--- config.mk ---
export PLATFORM = sky130hd
export DESIGN_NAME = cpu_datapath
export DESIGN_NICKNAME = d
export VERILOG_FILES = /design/src/rtl/cpu_pkg.sv /design/src/rtl/cpu_datapath_alu.sv /design/src/rtl/cpu_datapath.sv
export SDC_FILE = /design/constraint.sdc
export NUM_CORES = 1
export LEC_CHECK = 0
export CAP_MARGIN = 25
export CORE_MARGIN = 1.5
export CORE_UTILIZATION = 60
export CTS_BUF_LIST = sky130_fd_sc_hd__clkbuf_8
export DETAILED_ROUTE_END_ITERATION = 10
export GPL_TIMING_DRIVEN = 0
export PLACE_DENSITY = 0.81
export SLEW_MARGIN = 20
export SYNTH_ARGS = -nofsm -noshare
export SYNTH_HDL_FRONTEND = slang
export SYNTH_SLANG_ARGS = --single-unit
--- constraint.sdc ---
create_clock -name clk -period 18 [get_ports clk]
set_clock_uncertainty 0.15 [all_clocks]
set_input_delay 2.7 -clock clk [delete_from_list [all_inputs] [get_ports clk]]
set_output_delay 2.7 -clock clk [all_outputs]
set_load 0.01 [all_outputs]
--- src/rtl/cpu_pkg.sv ---
// Shared types and constants for the 8-bit execution datapath.
// Opcode encodings, widths and the write-back source selector.
package cpu_pkg;

  localparam int DATA_W     = 8;
  localparam int REG_ADDR_W = 4;
  localparam int NUM_REGS   = 1 << REG_ADDR_W;

  localparam logic [2:0] ADD = 3'b000;
  localparam logic [2:0] SUB = 3'b001;
  localparam logic [2:0] AND = 3'b010;
  localparam logic [2:0] OR  = 3'b011;
  localparam logic [2:0] XOR = 3'b100;
  localparam logic [2:0] NOT = 3'b101;
  localparam logic [2:0] SHL = 3'b110;
  localparam logic [2:0] SHR = 3'b111;

  typedef logic [DATA_W-1:0]     data_t;
  typedef logic [REG_ADDR_W-1:0] raddr_t;

  typedef enum logic [1:0] {
    WB_NONE,
    WB_IMM,
    WB_RAM,
    WB_ALU
  } wb_src_e;

  function automatic wb_src_e wb_src(
    input logic imm,
    input logic load,
    input logic alu
  );
    wb_src_e s;
    s = WB_NONE;
    priority case (1'b1)
      imm:     s = WB_IMM;
      load:    s = WB_RAM;
      alu:     s = WB_ALU;
      default: s = WB_NONE;
    endcase
    return s;
  endfunction

endpackage

--- src/rtl/cpu_datapath_alu.sv ---
// Combinational 8-bit ALU: result plus zero and carry flags.
// Carry doubles as borrow for SUB and as the shifted-out bit.
module alu8
  import cpu_pkg::*;
(
  input  logic [DATA_W-1:0] a,
  input  logic [DATA_W-1:0] b,
  input  logic [2:0]        opcode,
  output logic [DATA_W-1:0] result,
  output logic              zero,
  output logic              carry
);

  logic [DATA_W:0] sum;
  logic [DATA_W:0] diff;

  assign sum  = {1'b0, a} + {1'b0, b};
  // Top bit of the widened difference is set exactly when a < b.
  assign diff = {1'b0, a} - {1'b0, b};

  always_comb begin
    result = '0;
    carry  = 1'b0;
    unique case (opcode)
      ADD: begin
        result = sum[DATA_W-1:0];
        carry  = sum[DATA_W];
      end
      SUB: begin
        result = diff[DATA_W-1:0];
        carry  = diff[DATA_W];
      end
      AND: result = a & b;
      OR:  result = a | b;
      XOR: result = a ^ b;
      NOT: result = ~a;
      SHL: begin
        result = {a[DATA_W-2:0], 1'b0};
        carry  = a[DATA_W-1];
      end
      SHR: begin
        result = {1'b0, a[DATA_W-1:1]};
        carry  = a[0];
      end
    endcase
  end

  assign zero = (result == '0);

endmodule

--- src/rtl/cpu_datapath.sv ---
// Execution datapath: 16x8 register file, ALU and write-back mux.
// Reads are asynchronous; writes land on the rising clock edge.
module cpu_datapath
  import cpu_pkg::*;
(
  input  logic                  clk,
  input  logic                  rst_n,
  input  logic                  write_alu,
  input  logic [2:0]            alu_opcode,
  input  logic [DATA_W-1:0]     imm_data,
  input  logic [DATA_W-1:0]     ram_data,
  input  logic [REG_ADDR_W-1:0] write_addr,
  input  logic [REG_ADDR_W-1:0] ra_addr,
  input  logic [REG_ADDR_W-1:0] rb_addr,
  input  logic                  write_en,
  input  logic                  is_load,
  input  logic                  imm_flag,
  input  logic                  cpu_paused,
  output logic [DATA_W-1:0]     read_a,
  output logic [DATA_W-1:0]     read_b,
  output logic                  alu_zero,
  output logic                  alu_carry
);

  data_t   regs [NUM_REGS];
  data_t   alu_y;
  data_t   wb_data;
  wb_src_e src;
  logic    wr_strobe;

  // Reg0 is hardwired to zero on both read ports.
  assign read_a = (ra_addr == '0) ? '0 : regs[ra_addr];
  assign read_b = (rb_addr == '0) ? '0 : regs[rb_addr];

  alu8 u_alu (
    .a      (read_a),
    .b      (read_b),
    .opcode (alu_opcode),
    .result (alu_y),
    .zero   (alu_zero),
    .carry  (alu_carry)
  );

  assign src = wb_src(imm_flag, is_load, write_alu);

  always_comb begin
    wb_data = '0;
    unique case (src)
      WB_IMM:  wb_data = imm_data;
      WB_RAM:  wb_data = ram_data;
      WB_ALU:  wb_data = alu_y;
      WB_NONE: wb_data = '0;
    endcase
  end

  assign wr_strobe = write_en
                   & ~cpu_paused
                   & (src != WB_NONE)
                   & (write_addr != '0);

  always_ff @(posedge clk) begin
    if (!rst_n) begin
      for (int i = 0; i < NUM_REGS; i++) begin
        regs[i] <= '0;
      end
    end else if (wr_strobe) begin
      regs[write_addr] <= wb_data;
    end
  end

endmodule

==> summary.txt <==
Worst-path clk slew = 70 ps
DR vias/cell = 7.01
Flip-flop count of the largest register after layout = 128
Vert. Die Dim = 121 um
Initial antenna violation count = 0
Yosys warns = 0
Root Driver = clkbuf_8
GR Util All Layers = 0.365
Mux share of post-synthesis cell area = 0.216
DR iter-0 viols = 1206
FF+latch count, synth = 128
Worst Path Required = 15150 ps
Fillcell total = 974
HP Class = flop to flop
Grt ovf = 0
LEAKAGE = 3.55 nW
CTS sink cnt = 128
Largest net degree at the start of global routing = 17
Inst Count DP = 947
Wirelength per Cell = 26.3 um
Final Instance Count excl. Fillers = 979
Worst hold endpoint = regs[14][5]$_SDFFCE_PN0P_
Post-route antenna net violation count = 0
Crit. End Element = primary output
Worst Path Arrival = 8510 ps
H-tree Lvls = 4
Status = completed
Worst R2R End = regs[5][5]$_SDFFCE_PN0P_
Worst vdd ir = 0.105 mV
Final setup vio count = 0
Commonest cells post-synth = edfxtp_1 (128), nor2_1 (127), nand2_1 (53), mux4_2 (46), mux2i_1 (33)
Synth Area in Compound Gates = 0.102
Hold path cells = 8
DR pass1 iterations = 9
Dpl hpwl = 19.2 mm
Vias in the first global route = 6662
Largest family of logic cells by synthesized area = multiplexers
Row cnt = 42
Top reg by flops = regs
Fin. Hold Viols = 0
Tmin final = 11360 ps
Post-synth EDFFs = 128
Sequential area share after synthesis = 0.461
GPL Wtd Cong = 0.985
CTS Buffer Depth = 2
Biggest regs = regs (128)
Ports = 56
Worst Setup Start Kind = input port
RSZ-0062 raised after global routing = false
Cell variety after synth = 65
Synthesized area per cell = 11.6 sq um
Fin. max-slew vios = 0
# resized after CTS = 0
Full die area = 14600 sq um
Post-synth ARST share = 0
Reg2reg start = regs[2][1]$_SDFFCE_PN0P_
Hold_buf cts = 0
Setup total negative slack = 0 ps
Total wire length = 25.8 mm
Synthesized instance count = 717
Antenna fix cells = 0
Share of cells above drive strength 1 = 0.137
Max frequency = 88.1 MHz
P per Cell Area = 83.7 nW/um^2
Fin nets = 853
Crit path kind = input port to primary output
Final worst setup slack = 6640 ps
Routed vias = 6858
Post-synth top area cell = edfxtp_1
Post-Synth XOR/XNOR Area = 0.00841
Reg-to-reg slack, setup = 12770 ps
Port bufs = 46
CORE AREA = 13400 sq um
Tightest Pin Transition = 983 ps
Max-cap violations = 0
Final worst path period share = 0.631
Post-synth top area share = 0.461
Relative slew margins = 0.326
Synthesized-area fraction occupied by adder cells = 0.0378
Die X = 121 um
Synth Cell Area = 8330 sq um
# DRC = 0
R2R depth = 15
Hold path startpoint = regs[9][6]$_SDFFCE_PN0P_
CTS tree = yes
Most numerous cell in the Yosys netlist = edfxtp_1
Post-place setup slack = 6320 ps
Clk_lat worst skew = 450 ps
First-pass GRT wire length = 38.1 mm
Initial core utilization = 0.622
Top_reg_cell synth = edfxtp_1
Area Overhead vs Synth = 13.4%
Synth top area cells = edfxtp_1 (46%), mux4_2 (12%), nor2_1 (5.7%), mux2i_1 (4.0%), mux4_1 (3.5%)
Post-CTS setup buffer count = 0
Synth Area in Simple Gates = 0.131
Worst Path Max Fanout = 10
CTS buffer count = 17
## metrics by stage
step | total power [mW] | utilization | hold slack, ps | area (sq um)
detailed placement | 0.536 | 0.675 | 1480 | 9040
global placement | 0.533 | 0.675 | 1460 | 9040
finish | 0.791 | 0.705 | 1570 | 9450
CTS | 0.782 | 0.704 | 1500 | 9440
global route | 0.814 | 0.705 | 1640 | 9450
floorplan | 0.474 | - | 1120 | 8360
## where the power goes
part / total [mW] / switching (mW) / internal [mW]
clock network: 0.254 / 0.108 / 0.145
registers: 0.347 / 0.00697 / 0.340
logic: 0.190 / 0.113 / 0.0778
total: 0.791 / 0.228 / 0.564
## cells in the final DEF (no fill, tap or decap), drive strengths merged, types with 5 or more instances in the layout
cell | Yosys | final
conb | 1 | 8
edfxtp | 128 | 128
nand3 | 21 | 21
xnor2 | 5 | 5
a22oi | 8 | 8
ha | 22 | 22
nand2b | 6 | 6
nor3 | 12 | 12
nand2 | 53 | 53
clkbuf | 29 | 46
inv | 30 | 36
a31oi | 8 | 8
clkdlybuf4s50 | 0 | 46
o22ai | 8 | 8
a21oi | 31 | 31
mux2 | 11 | 11
o21ai | 16 | 16
a221o | 7 | 7
mux4 | 57 | 57
o211ai | 6 | 6
buf | 24 | 26
nor2b | 10 | 10
mux2i | 34 | 34
nor2 | 127 | 127
## layout make-up
type	count	area, sq um	area share
Inverter	30	113	0.0119
Tap cell	176	220	0.0233
Clock inverter	14	160	0.0169
Buffer	53	250	0.0265
Clock buffer	17	234	0.0248
Sequential cell	128	3840	0.407
Multi-Input combinational cell	513	4150	0.439
Timing Repair Buffer	48	477	0.0505
## worst max-delay path, cell delays in order
cell and delay, ps:
clkbuf_1 270, buf_1 710, clkbuf_1 390, buf_6 240, mux4_2 570, mux2i_1 220, nand2_1 80, o211ai_1 260
ha_1 320, clkbuf_1 190, a22oi_1 220, o22ai_1 110, a2111oi_0 470, o21ai_0 290, or4_1 470, a2111o_1 310
nor3_2 120, clkdlybuf4s50_1 560
## routing by layer
layer  routed length [um]  GRT usage  up-vias  part of all wire
li1                     -          -     2865                 -
met1                 9020      0.471     3279              0.35
met2                11600      0.555      599              0.45
met3                 3670      0.125      115              0.14
met4                 1520      0.180        0             0.059
met5                    0          0        -                 0
## kinds of logic after synthesis
family / count (synthesis)
xor+xnor: 8
flops: 128
fa+ha+maj: 24
mux: 102
compound gates: 121
other cells: 1
buf+inv: 83
simple gates: 250
## worst max path at each step
| stage | from | endpoint |
|---|---|---|
| floorplan | rb_addr[0] | alu_zero |
| global placement | rb_addr[0] | alu_zero |
| detailed placement | rb_addr[0] | alu_zero |
| CTS | rb_addr[0] | alu_zero |
| global route | rb_addr[0] | alu_zero |
| finish | rb_addr[0] | alu_zero |
Power figures use the tool's default switching activity.
